$ cat src/rtl/bus_params_pkg.sv
// Bus geometry shared by the crossbar-side agents and the device adapters.
package bus_params_pkg;
  localparam int BUS_AW  = 32;
  localparam int BUS_DW  = 32;
  localparam int BUS_DBW = BUS_DW / 8;
  localparam int BUS_SZW = 2;
  localparam int BUS_AIW = 8;
endpackage

$ cat src/rtl/bus_mem_adapter_pkg.sv
// Types and constants for the TL-UL to req/gnt/rvalid memory adapter.
package bus_mem_adapter_pkg;
  import bus_params_pkg::*;

  typedef enum logic [2:0] {
    PutFullData    = 3'd0,
    PutPartialData = 3'd1,
    Get            = 3'd4
  } a_op_e;

  typedef enum logic [2:0] {
    AccessAck     = 3'd0,
    AccessAckData = 3'd1
  } d_op_e;

  // One entry per accepted A request, retired on the matching D handshake.
  typedef struct packed {
    logic               is_get;
    logic [BUS_SZW-1:0] size;
    logic [BUS_AIW-1:0] source;
    logic               err;
  } track_entry_t;

  localparam int TrackW = $bits(track_entry_t);
  localparam logic [BUS_DW-1:0] DataMax = '1;
endpackage

$ cat src/rtl/bus_mem_adapter_fifo.sv
// Synchronous FIFO without fall-through: full/empty reflect occupancy before
// this cycle's push/pop, and a push while full is ignored even if a pop happens.
module bus_mem_adapter_fifo #(
  parameter int Width = 8,
  parameter int Depth = 2
) (
  input  logic             clk_i,
  input  logic             rst_ni,
  input  logic             push_i,
  input  logic [Width-1:0] wdata_i,
  input  logic             pop_i,
  output logic [Width-1:0] rdata_o,
  output logic             full_o,
  output logic             empty_o
);
  localparam int PtrW = (Depth > 1) ? $clog2(Depth) : 1;
  localparam int CntW = $clog2(Depth + 1);
  localparam logic [PtrW-1:0] LastPtr  = PtrW'(Depth - 1);
  localparam logic [CntW-1:0] DepthCnt = CntW'(Depth);

  logic [Width-1:0] mem_q [Depth];
  logic [Width-1:0] mem_d [Depth];
  logic [PtrW-1:0]  wr_ptr_q, wr_ptr_d, rd_ptr_q, rd_ptr_d;
  logic [CntW-1:0]  cnt_q, cnt_d;
  logic             do_push, do_pop;

  always_comb begin
    full_o   = (cnt_q == DepthCnt);
    empty_o  = (cnt_q == '0);
    do_push  = push_i & ~full_o;
    do_pop   = pop_i & ~empty_o;
    rdata_o  = mem_q[rd_ptr_q];
    mem_d    = mem_q;
    wr_ptr_d = wr_ptr_q;
    rd_ptr_d = rd_ptr_q;
    cnt_d    = cnt_q;
    if (do_push) begin
      mem_d[wr_ptr_q] = wdata_i;
      wr_ptr_d = (wr_ptr_q == LastPtr) ? '0 : wr_ptr_q + PtrW'(1);
    end
    if (do_pop) begin
      rd_ptr_d = (rd_ptr_q == LastPtr) ? '0 : rd_ptr_q + PtrW'(1);
    end
    case ({do_push, do_pop})
      2'b10:   cnt_d = cnt_q + CntW'(1);
      2'b01:   cnt_d = cnt_q - CntW'(1);
      default: cnt_d = cnt_q;
    endcase
  end

  always_ff @(posedge clk_i) begin
    if (!rst_ni) begin
      mem_q    <= '{default: '0};
      wr_ptr_q <= '0;
      rd_ptr_q <= '0;
      cnt_q    <= '0;
    end else begin
      mem_q    <= mem_d;
      wr_ptr_q <= wr_ptr_d;
      rd_ptr_q <= rd_ptr_d;
      cnt_q    <= cnt_d;
    end
  end
endmodule

$ cat src/rtl/bus_mem_adapter.sv
// Device-side TL-UL adapter onto a req/gnt/rvalid memory port with in-order D responses.
// Define BUS_MEM_ADAPTER_ERR_EN to reject malformed requests locally with an error response.
module bus_mem_adapter
  import bus_mem_adapter_pkg::*;
#(
  parameter int AW          = bus_params_pkg::BUS_AW,
  parameter int DW          = bus_params_pkg::BUS_DW,
  parameter int DBW         = bus_params_pkg::BUS_DBW,
  parameter int SZW         = bus_params_pkg::BUS_SZW,
  parameter int AIW         = bus_params_pkg::BUS_AIW,
  parameter int Outstanding = 2
) (
  input  logic           clk_i,
  input  logic           rst_ni,
  input  logic           a_valid_i,
  output logic           a_ready_o,
  input  logic [2:0]     a_opcode_i,
  input  logic [SZW-1:0] a_size_i,
  input  logic [DBW-1:0] a_mask_i,
  input  logic [AW-1:0]  a_address_i,
  input  logic [AIW-1:0] a_source_i,
  input  logic [DW-1:0]  a_data_i,
  output logic           d_valid_o,
  input  logic           d_ready_i,
  output logic [2:0]     d_opcode_o,
  output logic [SZW-1:0] d_size_o,
  output logic [AIW-1:0] d_source_o,
  output logic [DW-1:0]  d_data_o,
  output logic           d_error_o,
  output logic           mem_req_o,
  input  logic           mem_gnt_i,
  output logic           mem_we_o,
  output logic [AW-1:0]  mem_addr_o,
  output logic [DW-1:0]  mem_wdata_o,
  output logic [DBW-1:0] mem_wmask_o,
  input  logic           mem_rvalid_i,
  input  logic [DW-1:0]  mem_rdata_i
);
  localparam int LowW  = $clog2(DBW);
  localparam int PendW = $clog2(Outstanding + 1);

  logic              err_now;
  logic              a_hs, mem_hs, d_hs, rsp_push;
  logic              track_full, track_empty, rsp_full, rsp_empty;
  track_entry_t      track_wdata, track_head;
  logic [TrackW-1:0] track_rdata;
  logic [DW-1:0]     rsp_rdata;
  logic [PendW-1:0]  mem_pend_q, mem_pend_d;

`ifdef BUS_MEM_ADAPTER_ERR_EN
  int unsigned     nbytes;
  logic [LowW-1:0] off, amask;
  logic [DBW-1:0]  exp_mask;

  always_comb begin
    nbytes   = 32'd1 << a_size_i;
    off      = a_address_i[LowW-1:0];
    amask    = LowW'(nbytes - 32'd1);
    exp_mask = '0;
    for (int b = 0; b < DBW; b++) begin
      exp_mask[b] = (b >= int'(off)) && (b < int'(off) + int'(nbytes));
    end
    err_now = !(a_opcode_i inside {PutFullData, PutPartialData, Get})
            | (a_size_i > SZW'(LowW))
            | ((off & amask) != '0)
            | ((a_opcode_i == PutFullData) & (a_mask_i != exp_mask));
  end
`else
  assign err_now = 1'b0;
`endif

  // Valid/ready: a transfer happens on a rising edge where valid & ready are both
  // high; valid never waits on ready, and the payload is only meaningful with valid.
  always_comb begin
    mem_req_o   = a_valid_i & ~track_full & ~err_now;
    a_ready_o   = ~track_full & (mem_gnt_i | err_now);
    a_hs        = a_valid_i & a_ready_o;
    mem_hs      = mem_req_o & mem_gnt_i;
    mem_we_o    = (a_opcode_i != Get);
    mem_addr_o  = {a_address_i[AW-1:LowW], LowW'(0)};
    mem_wdata_o = a_data_i;
    mem_wmask_o = a_mask_i;

    track_wdata.is_get = (a_opcode_i == Get);
    track_wdata.size   = a_size_i;
    track_wdata.source = a_source_i;
    track_wdata.err    = err_now;
    track_head         = track_entry_t'(track_rdata);

    // Returns arriving with nothing pending belong to requests wiped by a reset.
    rsp_push = mem_rvalid_i & (mem_pend_q != '0);
    case ({mem_hs, rsp_push})
      2'b10:   mem_pend_d = mem_pend_q + PendW'(1);
      2'b01:   mem_pend_d = mem_pend_q - PendW'(1);
      default: mem_pend_d = mem_pend_q;
    endcase

    d_valid_o  = ~track_empty & (track_head.err | ~rsp_empty);
    d_hs       = d_valid_o & d_ready_i;
    d_opcode_o = AccessAck;
    d_size_o   = '0;
    d_source_o = '0;
    d_data_o   = '0;
    d_error_o  = 1'b0;
    if (d_valid_o) begin
      d_opcode_o = track_head.is_get ? AccessAckData : AccessAck;
      d_size_o   = track_head.size;
      d_source_o = track_head.source;
      if (track_head.is_get) d_data_o = track_head.err ? DataMax : rsp_rdata;
`ifdef BUS_MEM_ADAPTER_ERR_EN
      d_error_o  = track_head.err;
`endif
    end
  end

  always_ff @(posedge clk_i) begin
    if (!rst_ni) mem_pend_q <= '0;
    else         mem_pend_q <= mem_pend_d;
  end

  bus_mem_adapter_fifo #(.Width(TrackW), .Depth(Outstanding)) u_track_fifo (
    .clk_i   (clk_i),
    .rst_ni  (rst_ni),
    .push_i  (a_hs),
    .wdata_i (track_wdata),
    .pop_i   (d_hs),
    .rdata_o (track_rdata),
    .full_o  (track_full),
    .empty_o (track_empty)
  );

  // Errored entries never reach memory, so they own no response slot.
  bus_mem_adapter_fifo #(.Width(DW), .Depth(Outstanding)) u_rsp_fifo (
    .clk_i   (clk_i),
    .rst_ni  (rst_ni),
    .push_i  (rsp_push),
    .wdata_i (mem_rdata_i),
    .pop_i   (d_hs & ~track_head.err),
    .rdata_o (rsp_rdata),
    .full_o  (rsp_full),
    .empty_o (rsp_empty)
  );

  logic unused_rsp_full;
  assign unused_rsp_full = rsp_full;
endmodule

$ cat config.mk
export PLATFORM = sky130hd
export DESIGN_NAME = bus_mem_adapter
export DESIGN_NICKNAME = d
export VERILOG_FILES = /design/src/rtl/bus_params_pkg.sv /design/src/rtl/bus_mem_adapter_pkg.sv /design/src/rtl/bus_mem_adapter_fifo.sv /design/src/rtl/bus_mem_adapter.sv
export SDC_FILE = /design/constraint.sdc
export NUM_CORES = 1
export LEC_CHECK = 0
export CAP_MARGIN = 15
export CORE_ASPECT_RATIO = 1.75
export CORE_MARGIN = 4
export CORE_UTILIZATION = 40
export DETAILED_ROUTE_END_ITERATION = 6
export PLACE_DENSITY = 0.83
export SYNTH_ARGS = -nofsm -noshare
export SYNTH_HDL_FRONTEND = slang
export SYNTH_SLANG_ARGS = --single-unit
$ cat constraint.sdc
create_clock -name clk_i -period 2.74 [get_ports clk_i]
set_clock_uncertainty 0.1 [all_clocks]
set_input_delay 0.548 -clock clk_i [delete_from_list [all_inputs] [get_ports clk_i]]
set_output_delay 0.548 -clock clk_i [all_outputs]
set_load 0.02 [all_outputs]
; Yosys cells after proc, flatten, opt, wreduce, memory -nomap -nowiden
; Index checks and enable logic that the tools add are counted.
; Widths: inputs -> output; s select.
[word_totals]
output_inout_bits = 118
input_bits = 119
wordCells = 93
regBits = 98
[op_classes]
muxes = 26
n_bitwise = 22
n_eq_ne = 10
n_addsub = 10
n_lt_le_gt_ge = 6
n_reduce_logical = 8
[ops]
columns = operator, count
row1 = $mux 32, 7
row2 = $bwmux 64, 1
row3 = $mux 12, 4
row4 = $demux 32 s1, 1
row5 = $bwmux 24, 1
row6 = $and 1x1->1, 12
row7 = $demux 12 s1, 1
row8 = $pmux 2 s2, 3
row9 = $eq 2x2->1 const B, 5
row10 = $ge 2x2->1 const B, 4
row11 = $mux 8, 1
row12 = $not 1->2, 4
row13 = $reduce_bool 2->1, 4
row14 = $add 2x1->2 const B, 3
row15 = $eq 2x1->1 const B, 3
row16 = $mux 1, 6
row17 = $sub 2x1->2 const B, 3
row18 = $not 1->1, 5
row19 = $add 1x1->1 const B, 4
row20 = $logic_not 2->1, 2
row21 = $lt 2x1->1 const B, 2
row22 = $eq 3x3->1 const B, 1
row23 = $ne 3x3->1 const B, 1
row24 = $logic_and 1x1->1, 2
row25 = 2 further kinds, 2

; Depth between registers and ports, before layout
; Gate-level depths: netlist (run 1).
[logic_depth]
depth_word = 11
mapped_depth = 7
depth_no_buf = 7

; Modules after synthesis
; Synthesis (run 1) repeated with hierarchy kept, for this count alone.
[hier_totals]
hier_cells = 613
area_unflattened_um2 = 5330.1
[modules_own_cells]
columns = mod, seq_area_each_um2, cells_per_inst, area_per_inst_um2, n_inst
row1 = bus_mem_adapter_fifo (u_rsp_fifo), 1361.3, 302, 2969.1, 1
row2 = bus_mem_adapter_fifo (u_track_fifo), 560.5, 128, 1253.7, 1
row3 = bus_mem_adapter, 40.0, 183, 1107.3, 1

; Worst setup path after synthesis (run 1)
; Ideal clock, no wire load.
[synth_timing]
path_type = register -> output
startpoint = register u_track_fifo.cnt_q[0]
endpoint = output d_data_o[10]
path_slack_ns = 0.736
path_stages_with_launch = 6
t_arrival_ns = 1.356
n_path_buf = 2
t_required_ns = 2.092
path_cell_list = dfxtp_1 o22ai_1 or2_1 clkbuf_1 buf_2 nor2_1
[synth_between]
elab_chain_len = 4
[synth_rtl]
columns = item, line
row1 = from (decl), bus_mem_adapter_fifo.sv:24  ; logic [CntW-1:0] cnt_q, cnt_d;
row2 = from (signal assigned), bus_mem_adapter_fifo.sv:61  ; cnt_q <= cnt_d;
row3 = $logic_not 2->1, bus_mem_adapter_fifo.sv:29  ; empty_o = (cnt_q == '0);
row4 = $not 1->1, bus_mem_adapter.sv:98  ; d_valid_o = ~track_empty & (track_head.err | ~rsp_empty);
row5 = $and 1x1->1, bus_mem_adapter.sv:98
row6 = $mux 32, bus_mem_adapter.sv:105  ; if (d_valid_o) begin
row7 = to (decl), bus_mem_adapter.sv:28  ; output logic [DW-1:0] d_data_o,
; No other way between the ends.

; Worst setup path in the final report (run 1)
[layout_timing]
startpoint = register u_rsp_fifo.cnt_q[0]
endpoint = output d_data_o[7]
[layout_between]
elab_chain_len = 5
[layout_rtl]
columns = item, line
row1 = from (decl), bus_mem_adapter_fifo.sv:24
row2 = from (signal assigned), bus_mem_adapter_fifo.sv:61
row3 = $logic_not 2->1, bus_mem_adapter_fifo.sv:29
row4 = $not 1->1, bus_mem_adapter.sv:98
row5 = $or 1x1->1, bus_mem_adapter.sv:98
row6 = $and 1x1->1, bus_mem_adapter.sv:98
row7 = $mux 32, bus_mem_adapter.sv:105
; No other way between the ends.

==> results of run 1 <==
-- stage by stage --
step | util (%) | setup slack [ns] | instances
6_report | 48.66 | 0.2412 | 744
5_1_grt | 48.66 | 0.1291 | 744
4_1_cts | 48.63 | 0.02348 | 744
3_5_place_dp | 46.15 | 0.2582 | 728
3_3_place_gp | 46.15 | 0.2586 | 728
2_1_floorplan | - | 0.7362 | 558
-- where the power goes --
part	internal, mW	leakage (nW)	switching (mW)
Clock	0.856	0.166	0.526
Sequential	1.53	0.779	0.0844
Combinational	0.341	1.54	0.322
Total	2.73	2.48	0.932
-- synth_stat cells --
cell type	n
a21boi_0	4
and2_1	7
and3b_1	1
buf_2	12
buf_4	72
buf_6	4
clkbuf_1	17
conb_1	1
dfxtp_1	96
ha_1	3
inv_1	4
mux2i_1	129
nand2_1	133
nand2b_1	2
nand3_1	1
nand3_2	1
nand4_1	1
nor2_1	43
nor2b_1	1
nor3_2	1
o21a_1	4
o21ai_0	3
o221ai_1	1
o22ai_1	1
or2_1	1
or3_1	3
xnor2_1	8
-- timing repair --
item / 4_1_cts / 5_1_grt
endpoints found under the setup margin: 32 / 1
hold endpoints to repair: 0 / 0
buffers inserted: 0 / 0
resized for setup: 32 / 2
-- flip-flops by register name, summed over array words and instances, names as in the netlist --
| signal | cells |
|---|---|
| u_track_fifo.cnt_q | 2 |
| u_track_fifo.rd_ptr_q | 1 |
| u_rsp_fifo.rd_ptr_q | 1 |
| mem_pend_q | 2 |
| u_rsp_fifo.mem_q | 64 |
| u_track_fifo.mem_q | 22 |
| u_track_fifo.wr_ptr_q | 1 |
| u_rsp_fifo.cnt_q | 2 |
| u_rsp_fifo.wr_ptr_q | 1 |
-- metal layers --
metal	vias to the layer above	part of all wire [%]	global-route usage (%)
met3	70	5.0	3.066
met2	92	53	29.22
met5	-	0	0
li1	1764	-	-
met1	1703	36	15.01
met4	0	5.9	11.20
-- kinds of logic after synthesis --
group	synth area share, %
AO/OA/AOI/OAI	1.828
XOR/XNOR	1.422
adder cells (fa/ha/maj)	0.7619
buffers and inverters	14.70
flip-flops	39.00
multiplexers	26.21
other	0.07611
AND/OR/NAND/NOR	16.00
-- path summary, 6_finish.rpt --
path	startpoint	end	slack, ns	cells past startpoint
worst max-delay path	u_rsp_fifo.cnt_q[0]$_SDFFE_PN0P_	d_data_o[7]	0.24	5
worst min-delay path	u_rsp_fifo.mem_q[45]$_SDFFE_PN0P_	u_rsp_fifo.mem_q[45]$_SDFFE_PN0P_	0.36	2
worst max register to register	u_rsp_fifo.cnt_q[0]$_SDFFE_PN0P_	u_track_fifo.cnt_q[1]$_SDFFE_PN0P_	0.75	6
worst min register to register	u_rsp_fifo.mem_q[45]$_SDFFE_PN0P_	u_rsp_fifo.mem_q[45]$_SDFFE_PN0P_	0.36	2
-- final cells by class --
cell class | count | area share (%)
Inverter | 4 | 0.2556
Timing Repair Buffer | 110 | 18.58
Clock inverter | 5 | 1.470
Sequential cell | 96 | 32.77
Multi-Input combinational cell | 353 | 39.11
Clock buffer | 11 | 4.303
Tap cell | 165 | 3.515
-- worst register-to-register path, stage by stage (launching register included) --
cell      delay (ns)
dfxtp_1         0.36
o221ai_1        0.46
inv_1           0.10
ha_1            0.24
xnor2_1         0.15
or3_1           0.33
a21boi_0        0.18
==> load_flow_metrics.sql, run 1 <==
INSERT INTO impl_metrics (metric_group, metric, value, unit) VALUES
('run_status', 'outcome', 'finished, final reports clean', ''),
('timing', 'grt_setup_unrepaired', 'no', ''),
('drt', 'drt_iter0_drc', '132', ''),
('cells_and_area', 'layout.cells.most_common', 'nand2_1', ''),
('timing', 'slew_viol_final', '0', ''),
('grt', 'vias_in_the_first_global_route', '3797', ''),
('setup_path', 'cp_num_buf_inv', '2', ''),
('setup_path', 'stage_delay_of_the_slowest_cell_on_the_critical_path', '0.42', 'ns'),
('clocking', 'clock_latency', '0.33', 'ns'),
('timing', 'report.final.hold_viol_count', '0', ''),
('drt', 'route.detailed.vias_per_inst', '4.878', ''),
('flow_run', 'max_cap_viol_count', '0', ''),
('clocking', 'ctsHtreeMaxLevel', '3', ''),
('setup_path', 'cpLargestDelayFamily', 'buffers and inverters', ''),
('power', 'vdd.ir_drop.worst', '0.0002939', 'V'),
('grt', 'global_route.overflow_total', '0', ''),
('grt', 'grt_max_degree', '58', ''),
('power', 'power.static_leakage', '2.480', 'nW'),
('power', 'total_power', '3.658', 'mW'),
('cells_and_area', 'fill_cells', '1185', ''),
('cells_and_area', 'leading_cell_types_in_the_layout_fill_and_taps_excluded', '133 x nand2_1, 129 x mux2i_1, 94 x dfxtp_1, 63 x clkdlybuf4s50_1, 43 x nor2_1', ''),
('logic_synthesis', 'synthDominantAreaCellType', 'dfxtp_1', ''),
('grt', 'antenna_found_initial', '0', ''),
('setup_path', 'cpMaxStageDelayCell', 'dfxtp_1', ''),
('clocking', 'cts.root.buffer_cell', 'clkbuf_16', ''),
('clocking', 'cts.sink_count', '96', ''),
('timing', 'setup-tns-final', '0', 'ns'),
('drt', 'ant_nets', '0', ''),
('grt', 'grt.total_usage', '15.68', '%'),
('place', 'port_buffers', '97', ''),
('setup_path', 'critPathArrivalTime', '1.85', 'ns'),
('drt', 'avgRoutedWirePerCell', '14.91', 'µm'),
('floorplanning', 'number_of_placement_rows', '53', ''),
('cells_and_area', 'antenna_cells_inserted', '0', ''),
('min_path', 'worst_hold_path_type', 'flop to flop', ''),
('timing', 'setup_violations', '0', ''),
('setup_path', 'data_required_time_at_the_worst_endpoint', '2.09', 'ns'),
('timing', 'timing.slew.headroom', '64.60', '%'),
('floorplanning', 'x_dimension_of_the_die', '91.90', 'µm'),
('drt', 'totalWireLength', '11.09', 'mm'),
('grt', 'grt_first_pass_wirelength', '18.00', 'mm'),
('setup_path', 'worstPathCellList', 'o22ai_1, or2_1, buf_4, nor2_1, dlygate4sd2_1', ''),
('timing', 'worst_case_hold_slack', '0.3576', 'ns'),
('clocking', 'clk_pin_slew_worst_paths', '0.06', 'ns'),
('cells_and_area', 'post_route_cells_drive_above_1_share', '6.045', '%'),
('drt', 'detailedRoute.firstPassIterationCount', '4', ''),
('place', 'finalWeightedCongestion', '0.7586', ''),
('place', 'detailedPlacementHpwl', '8.132', 'mm'),
('logic_synthesis', 'syn_warnings', '0', ''),
('setup_path', 'timing.setup.critical_path_class', 'flop to primary output', ''),
('logic_synthesis', 'syn_area_per_cell', '8.894', 'µm²'),
('clocking', 'post_cts_hold_buffer_count', '0', ''),
('timing', 'post-route-period-util', '91.20', '%'),
('setup_path', 'setup.worst_path.end_class', 'primary output', ''),
('logic_synthesis', 'post_synth_top_area_share', '39.00', '%'),
('cells_and_area', 'regArea', '1924', 'µm²'),
('logic_synthesis', 'ys_ff_latch', '96', ''),
('timing', 'max_clock_freq', '400.2', 'MHz'),
('cells_and_area', 'finalNetCount', '696', ''),
('setup_path', 'critPathLaunchType', 'flop', ''),
('power', 'power.density', '622.8', 'nW/µm²'),
('floorplanning', 'io_pins', '237', ''),
('logic_synthesis', 'synth_top_cells_by_area', 'dfxtp_1 39%, mux2i_1 26%, buf_4 11%', ''),
('clocking', 'numCtsBuffers', '9', ''),
('logic_synthesis', 'ys_seq_area_share', '39.00', '%'),
('clocking', 'cts-root-to-sink-buffers', '2', ''),
('cells_and_area', 'area_growth', '19.20', '%'),
('logic_synthesis', 'synthesis.area', '4927', 'µm²'),
('cells_and_area', 'multi_input_comb_area', '2297', 'µm²'),
('clocking', 'tritoncts_clock_tree', 'done', ''),
('logic_synthesis', 'yosys.cell_types.count', '27', '');
(Power assumes the default switching activity.)
==> inputs of run 2 (changes only) <==
Settings changed: GPL_TIMING_DRIVEN set to 0, HOLD_SLACK_MARGIN set to 0.06.
==> run 2 against run 1 <==
  * First-iteration DRC count shrank 11%
  * Clock power shrank 4%
  * Fmax shrank 7.0%
  * Design area grew 20%
  * Hold slack gained 0.0035 ns
  * Combinational power grew 40%
  * Largest power group unchanged
  * Final cell count grew 21%
  * Clock-buffer cell count shrank 1
  * Die area is the same
  * Register-to-register slack gained 0.03 ns
  * Power grew 6.0%
  * Worst setup slack lost 0.19 ns
==> load_flow_metrics.sql, run 2 (synthesis results as in run 1) <==
INSERT INTO impl_metrics (metric_group, metric, value, unit) VALUES
('run_status', 'outcome', 'finished, final reports clean', ''),
('cells_and_area', 'max_flop_register', 'u_rsp_fifo.mem_q', ''),
('cells_and_area', 'fill_cells', '1083', ''),
('setup_path', 'worstPathCellList', 'o22ai_1, or2_4, nor2_1, clkdlybuf4s50_1', ''),
('grt', 'antenna_found_initial', '0', ''),
('power', 'vdd.ir_drop.worst', '0.0003246', 'V'),
('cells_and_area', 'number_of_flip_flops_under_the_largest_register_name', '64', ''),
('timing', 'max_clock_freq', '372.3', 'MHz'),
('power', 'combinational_cell_fraction_of_total_power', '23.9', '%'),
('place', 'finalWeightedCongestion', '0.8011', ''),
('cells_and_area', 'largest_registers', 'u_rsp_fifo.mem_q: 64 flops, u_track_fifo.mem_q: 22 flops', ''),
('timing', 'post-route-period-util', '98.04', '%'),
('floorplanning', 'number_of_placement_rows', '53', ''),
('grt', 'vias_in_the_first_global_route', '4592', ''),
('floorplanning', 'starting_utilization_of_the_core_area', '40.83', '%'),
('timing', 'worstMarginPinSlew', '0.5220', 'ns'),
('drt', 'detailedRoute.firstPassIterationCount', '4', ''),
('timing', 'report.final.hold_viol_count', '0', ''),
('power', 'relative_contribution_of_the_clock_network_to_total_power', '34.4', '%'),
('cells_and_area', 'layout.cells.most_common', 'nand2_1', ''),
('setup_path', 'data_required_time_at_the_worst_endpoint', '2.09', 'ns'),
('power', 'switching_share', '27.06', '%'),
('power', 'power.density', '549.0', 'nW/µm²'),
('cells_and_area', 'finalNetCount', '851', ''),
('setup_path', 'timing.setup.critical_path_class', 'flop to primary output', ''),
('clocking', 'tritoncts_clock_tree', 'done', ''),
('cells_and_area', 'area_growth', '43.30', '%'),
('clocking', 'numCtsBuffers', '9', ''),
('grt', 'grt_first_pass_wirelength', '21.53', 'mm'),
('grt', 'grt.total_usage', '18.90', '%'),
('clocking', 'cts.sink_count', '96', ''),
('drt', 'route.detailed.vias_per_inst', '4.766', ''),
('flow_run', 'max_cap_viol_count', '0', ''),
('drt', 'via_count', '4285', ''),
('clocking', 'post_cts_hold_buffer_count', '0', ''),
('drt', 'drc_errors', '0', ''),
('timing', 'grt_setup_unrepaired', 'no', ''),
('setup_path', 'critPathArrivalTime', '2.04', 'ns'),
('setup_path', 'cpMaxStageDelayCell', 'clkdlybuf4s50_1', ''),
('power', 'power.net_switching', '1.049', 'mW'),
('floorplanning', 'io_pins', '237', ''),
('drt', 'drt_iter0_drc', '117', ''),
('grt', 'grt_max_degree', '17', ''),
('place', 'port_buffers', '162', ''),
('clocking', 'ctsHtreeMaxLevel', '3', ''),
('floorplanning', 'design.die.area', '14230', 'µm²'),
('timing', 'worst_case_hold_slack', '0.3611', 'ns'),
('clocking', 'cts-root-to-sink-buffers', '2', ''),
('timing', 'layout_min_cycle_time', '2.686', 'ns'),
('power', 'power.static_leakage', '3.073', 'nW'),
('power', 'sequential_share_of_power', '41.7', '%'),
('drt', 'ant_nets', '0', ''),
('clocking', 'clock_latency', '0.34', 'ns'),
('clocking', 'clk_pin_slew_worst_paths', '0.07', 'ns'),
('place', 'detailedPlacementHpwl', '10.98', 'mm'),
('clocking', 'cts.root.buffer_cell', 'clkbuf_16', ''),
('floorplanning', 'height_of_the_die', '154.8', 'µm'),
('drt', 'avgRoutedWirePerCell', '15.20', 'µm'),
('setup_path', 'critPathLaunchType', 'flop', ''),
('floorplanning', 'x_dimension_of_the_die', '91.90', 'µm'),
('timing', 'slew_viol_final', '0', ''),
('timing', 'setup_violations', '0', ''),
('cells_and_area', 'antenna_cells_inserted', '0', ''),
('setup_path', 'top_fanout_value_on_the_critical_path', '6', ''),
('clocking', 'post_cts.repair.setup_buffers', '0', ''),
('setup_path', 'cpLargestDelayFamily', 'buffers and inverters', ''),
('setup_path', 'setup.worst_path.end_class', 'primary output', ''),
('setup_path', 'cp_num_buf_inv', '1', ''),
('timing', 'timing.slew.headroom', '65.20', '%'),
('drt', 'totalWireLength', '13.67', 'mm'),
('floorplanning', 'core_area', '12070', 'µm²'),
('cells_and_area', 'post_route_cells_drive_above_1_share', '14.71', '%'),
('power', 'intPower', '2.827', 'mW'),
('timing', 'setup-tns-final', '0', 'ns'),
('min_path', 'worst_hold_path_type', 'flop to flop', ''),
('setup_path', 'stage_delay_of_the_slowest_cell_on_the_critical_path', '0.63', 'ns'),
('grt', 'global_route.overflow_total', '0', ''),
('cells_and_area', 'leading_cell_types_in_the_layout_fill_and_taps_excluded', '133 x nand2_1, 131 x clkdlybuf4s50_1, 129 x mux2i_1, 95 x dfxtp_1, 75 x buf_4', '');
run 2: cell type report:
cell class | count | area (µm²) | share of cell area (%)
plain buffers | 103 | 710.7 | 10.07
multi-input cells | 353 | 2298 | 32.55
flip-flops and latches | 96 | 1923 | 27.24
inverters | 4 | 15.01 | 0.2127
clock buffers | 10 | 229.0 | 3.243
repair buffers | 162 | 1587 | 22.47
clock inverters | 6 | 91.34 | 1.294
well taps | 165 | 206.4 | 2.924
run 2: repair_timing:
item,in CTS,in global routing
gates resized for setup,36,1
hold endpoints to repair,0,0
setup endpoints to repair,33,1
run 2: final timing paths:
kind         cells past startpoint                              start                                 end  slack [ns]
max reg2reg                      5   u_rsp_fifo.cnt_q[0]$_SDFFE_PN0P_  u_track_fifo.cnt_q[1]$_SDFFE_PN0P_        0.78
min                              2  u_rsp_fifo.mem_q[42]$_SDFFE_PN0P_   u_rsp_fifo.mem_q[42]$_SDFFE_PN0P_        0.36
max                              4   u_rsp_fifo.cnt_q[0]$_SDFFE_PN0P_                         d_data_o[1]        0.05
min reg2reg                      2  u_rsp_fifo.mem_q[42]$_SDFFE_PN0P_   u_rsp_fifo.mem_q[42]$_SDFFE_PN0P_        0.36
run 2: metrics by stage:
stage / setup slack (ns) / total power [mW] / utilization [%] / std cells / cell area (µm²)
after floorplan: 0.7362 / 2.260 / - / 558 / 4942
after global placement: 0.02381 / 2.537 / 56.10 / 885 / 6770
after detailed placement: -0.004514 / 2.577 / 56.10 / 885 / 6770
after CTS: 0.03053 / 3.905 / 58.48 / 899 / 7058
after global routing: 0.002251 / 4.050 / 58.50 / 899 / 7061
final: 0.05367 / 3.876 / 58.50 / 899 / 7061
run 2: worst min-delay path: cells and delay by family, from the launching register on:
kind | cells | cell delay, ns
flops | 1 | 0.31
mux | 1 | 0.05
simple gates | 1 | 0.05
run 2: power by group through the flow:
stage          Sequential, mW  Combinational (mW)  Clock, mW
3_3_place_gp             1.63               0.908          0
2_1_floorplan            1.62               0.641          0
4_1_cts                  1.61               0.939       1.35
6_report                 1.61               0.928       1.33
3_5_place_dp             1.64               0.936          0
5_1_grt                  1.63               0.995       1.42
run 2: per-layer routing:
layer	vias to the layer above	share of wire (%)	GRT usage, %
li1	2071	-	-
met1	1992	35	17.27
met2	195	55	38.01
met3	27	7.5	5.012
met4	0	2.8	7.796
met5	-	0	0
==> inputs of run 3 (changes only) <==
Settings changed: ABC_CLOCK_PERIOD_IN_PS set to 2740, SKIP_CTS_REPAIR_TIMING set to 1.
==> run 3 against run 2 <==
  * Non-clock buffer count unchanged
  * Global-route usage unchanged
  * Clock-buffer cell count unchanged
  * Flip-flop and latch count unchanged
  * Routed wire length increased by 0.20%
  * Clock power about the same
==> load_flow_metrics.sql, run 3 (synthesis results as in run 1) <==
INSERT INTO impl_metrics (metric_group, metric, value, unit) VALUES
('setup_path', 'rr_worst_depth', '5', ''),
('power', 'total_power', '3.878', 'mW'),
('cells_and_area', 'fin_util', '59.43', '%'),
('floorplanning', 'number_of_placement_rows', '53', ''),
('cells_and_area', 'max_flop_register', 'u_rsp_fifo.mem_q', ''),
('clocking', 'cts-root-to-sink-buffers', '2', ''),
('timing', 'layout_min_cycle_time', '2.686', 'ns'),
('setup_path', 'data_required_time_at_the_worst_endpoint', '2.09', 'ns'),
('setup_path', 'critPathLaunchType', 'flop', ''),
('timing', 'post-route-period-util', '98.02', '%'),
('power', 'power.static_leakage', '3.489', 'nW'),
('setup_path', 'worstPathCellList', 'o22ai_1, or2_4, nor2_1, clkdlybuf4s50_1', ''),
('place', 'port_buffers', '162', ''),
('timing', 'grt_setup_unrepaired', 'no', ''),
('place', 'placed_area', '6770', 'µm²'),
('setup_path', 'r2r_end', 'u_track_fifo.cnt_q[1]$_SDFFE_PN0P_', ''),
('setup_path', 'r2r_setup_slack', '0.78', 'ns'),
('floorplanning', 'starting_utilization_of_the_core_area', '40.83', '%'),
('timing', 'worstMarginPinSlew', '0.5239', 'ns'),
('cells_and_area', 'layout.cells.most_common', 'nand2_1', ''),
('cells_and_area', 'largest_registers', 'u_rsp_fifo.mem_q: 64 flops, u_track_fifo.mem_q: 22 flops', ''),
('timing', 'timing.slew.headroom', '65.08', '%'),
('drt', 'drt_iter0_drc', '109', ''),
('setup_path', 'timing.setup.critical_path_class', 'flop to primary output', ''),
('grt', 'grt.total_usage', '18.90', '%'),
('power', 'power.density', '540.6', 'nW/µm²'),
('setup_path', 'setup.worst_path.end_class', 'primary output', ''),
('place', 'place_ws', '-0.004514', 'ns'),
('drt', 'detailedRoute.firstPassIterationCount', '4', ''),
('setup_path', 'critPathArrivalTime', '2.04', 'ns'),
('setup_path', 'r2r_start', 'u_rsp_fifo.cnt_q[0]$_SDFFE_PN0P_', ''),
('place', 'finalWeightedCongestion', '0.8011', ''),
('floorplanning', 'height_of_the_die', '154.8', 'µm'),
('clocking', 'clock_latency', '0.33', 'ns'),
('floorplanning', 'core_area', '12070', 'µm²'),
('clocking', 'ctsHtreeMaxLevel', '3', ''),
('drt', 'totalWireLength', '13.70', 'mm'),
('clocking', 'cts.sink_count', '96', ''),
('grt', 'vias_in_the_first_global_route', '4593', ''),
('floorplanning', 'design.die.area', '14230', 'µm²'),
('setup_path', 'cpLargestDelayFamily', 'buffers and inverters', ''),
('timing', 'slew_viol_final', '0', ''),
('setup_path', 'cpMaxStageDelayCell', 'clkdlybuf4s50_1', ''),
('setup_path', 'cp_num_buf_inv', '1', ''),
('timing', 'setup-tns-final', '0', 'ns'),
('cells_and_area', 'finalNetCount', '851', ''),
('clocking', 'tritoncts_clock_tree', 'done', ''),
('min_path', 'worst_hold_path_type', 'flop to flop', ''),
('flow_run', 'max_cap_viol_count', '0', ''),
('min_path', 'worstHoldEndpoint', 'u_rsp_fifo.mem_q[48]$_SDFFE_PN0P_', ''),
('drt', 'avgRoutedWirePerCell', '15.24', 'µm'),
('setup_path', 'top_fanout_value_on_the_critical_path', '6', ''),
('drt', 'route.detailed.vias_per_inst', '4.762', ''),
('min_path', 'cell_depth_of_the_worst_min_delay_path', '2', ''),
('grt', 'antenna_found_initial', '0', ''),
('clocking', 'cts.root.buffer_cell', 'clkbuf_16', ''),
('timing', 'fin_ws', '0.05428', 'ns'),
('cells_and_area', 'number_of_flip_flops_under_the_largest_register_name', '64', ''),
('drt', 'ant_nets', '0', ''),
('cells_and_area', 'finalInstanceArea', '7173', 'µm²'),
('grt', 'grt_first_pass_wirelength', '21.53', 'mm'),
('timing', 'report.final.hold_viol_count', '0', ''),
('cells_and_area', 'post_route_cells_drive_above_1_share', '14.71', '%'),
('timing', 'max_clock_freq', '372.3', 'MHz'),
('floorplanning', 'io_pins', '237', ''),
('place', 'detailedPlacementHpwl', '10.98', 'mm'),
('min_path', 'start_point_of_the_worst_hold_path', 'u_rsp_fifo.mem_q[48]$_SDFFE_PN0P_', ''),
('cells_and_area', 'leading_cell_types_in_the_layout_fill_and_taps_excluded', '133 x nand2_1, 131 x clkdlybuf4s50_1, 129 x mux2i_1, 95 x dfxtp_1, 73 x buf_4', ''),
('drt', 'drc_errors', '0', ''),
('power', 'vdd.ir_drop.worst', '0.0003236', 'V'),
('floorplanning', 'x_dimension_of_the_die', '91.90', 'µm'),
('clocking', 'clk_pin_slew_worst_paths', '0.07', 'ns'),
('run_status', 'outcome', 'finished, final reports clean', ''),
('cells_and_area', 'antenna_cells_inserted', '0', ''),
('cells_and_area', 'fill_cells', '1064', ''),
('drt', 'via_count', '4281', ''),
('timing', 'setup_violations', '0', ''),
('clocking', 'numCtsBuffers', '9', ''),
('grt', 'grt_max_degree', '17', ''),
('cells_and_area', 'area_growth', '45.58', '%'),
('grt', 'global_route.overflow_total', '0', ''),
('setup_path', 'stage_delay_of_the_slowest_cell_on_the_critical_path', '0.63', 'ns');
run 3: worst max-delay path by stage:
| stage | start | end | cells past startpoint |
|---|---|---|---|
| after CTS | u_track_fifo.cnt_q[0]$_SDFFE_PN0P_ | d_data_o[21] | 6 |
| after floorplan | u_track_fifo.cnt_q[0]$_SDFFE_PN0P_ | d_data_o[10] | 5 |
| final | u_rsp_fifo.cnt_q[0]$_SDFFE_PN0P_ | d_data_o[1] | 4 |
| after global placement | u_track_fifo.cnt_q[0]$_SDFFE_PN0P_ | d_data_o[21] | 6 |
| after detailed placement | u_track_fifo.cnt_q[0]$_SDFFE_PN0P_ | d_data_o[21] | 6 |
| after global routing | u_rsp_fifo.cnt_q[0]$_SDFFE_PN0P_ | d_data_o[1] | 4 |
run 3: worst min-delay path, delay by kind of cell, from the launching register on:
kind             cells  cell delay (ns)
AND/OR/NAND/NOR      1             0.05
flip-flops           1             0.31
multiplexers         1             0.05
run 3: layout make-up:
| class | count | area (µm²) | share of cell area [%] |
|---|---|---|---|
| Clock inverter | 6 | 91.34 | 1.273 |
| Sequential cell | 96 | 1923 | 26.81 |
| Clock buffer | 10 | 229.0 | 3.192 |
| Timing Repair Buffer | 162 | 1699 | 23.69 |
| Multi-Input combinational cell | 353 | 2298 | 32.04 |
| Buffer | 103 | 710.7 | 9.908 |
| Tap cell | 165 | 206.4 | 2.878 |
| Inverter | 4 | 15.01 | 0.2093 |
run 3: power breakdown:
| part | leakage (nW) | switching, mW | internal (mW) | total [mW] |
|---|---|---|---|---|
| sequential | 0.778 | 0.0862 | 1.53 | 1.62 |
| clock | 0.157 | 0.530 | 0.805 | 1.33 |
| combinational | 2.55 | 0.434 | 0.494 | 0.928 |
| total | 3.49 | 1.05 | 2.83 | 3.88 |
run 3: metal layers:
layer  vias to the layer above  routed length [µm]  global-route usage, %
li1                       2065                   -                      -
met2                       190                7579                  37.97
met1                      1999                4658                  17.24
met4                         0                 379                  7.796
met5                         -                   0                      0
met3                        27                1080                  5.109
run 3: metrics by stage:
stage | std cells | hold slack [ns]
after global placement | 885 | 0.3409
after floorplan | 558 | 0.3341
after CTS | 901 | 0.3574
final | 899 | 0.3599
after global routing | 899 | 0.3756
after detailed placement | 885 | 0.3485
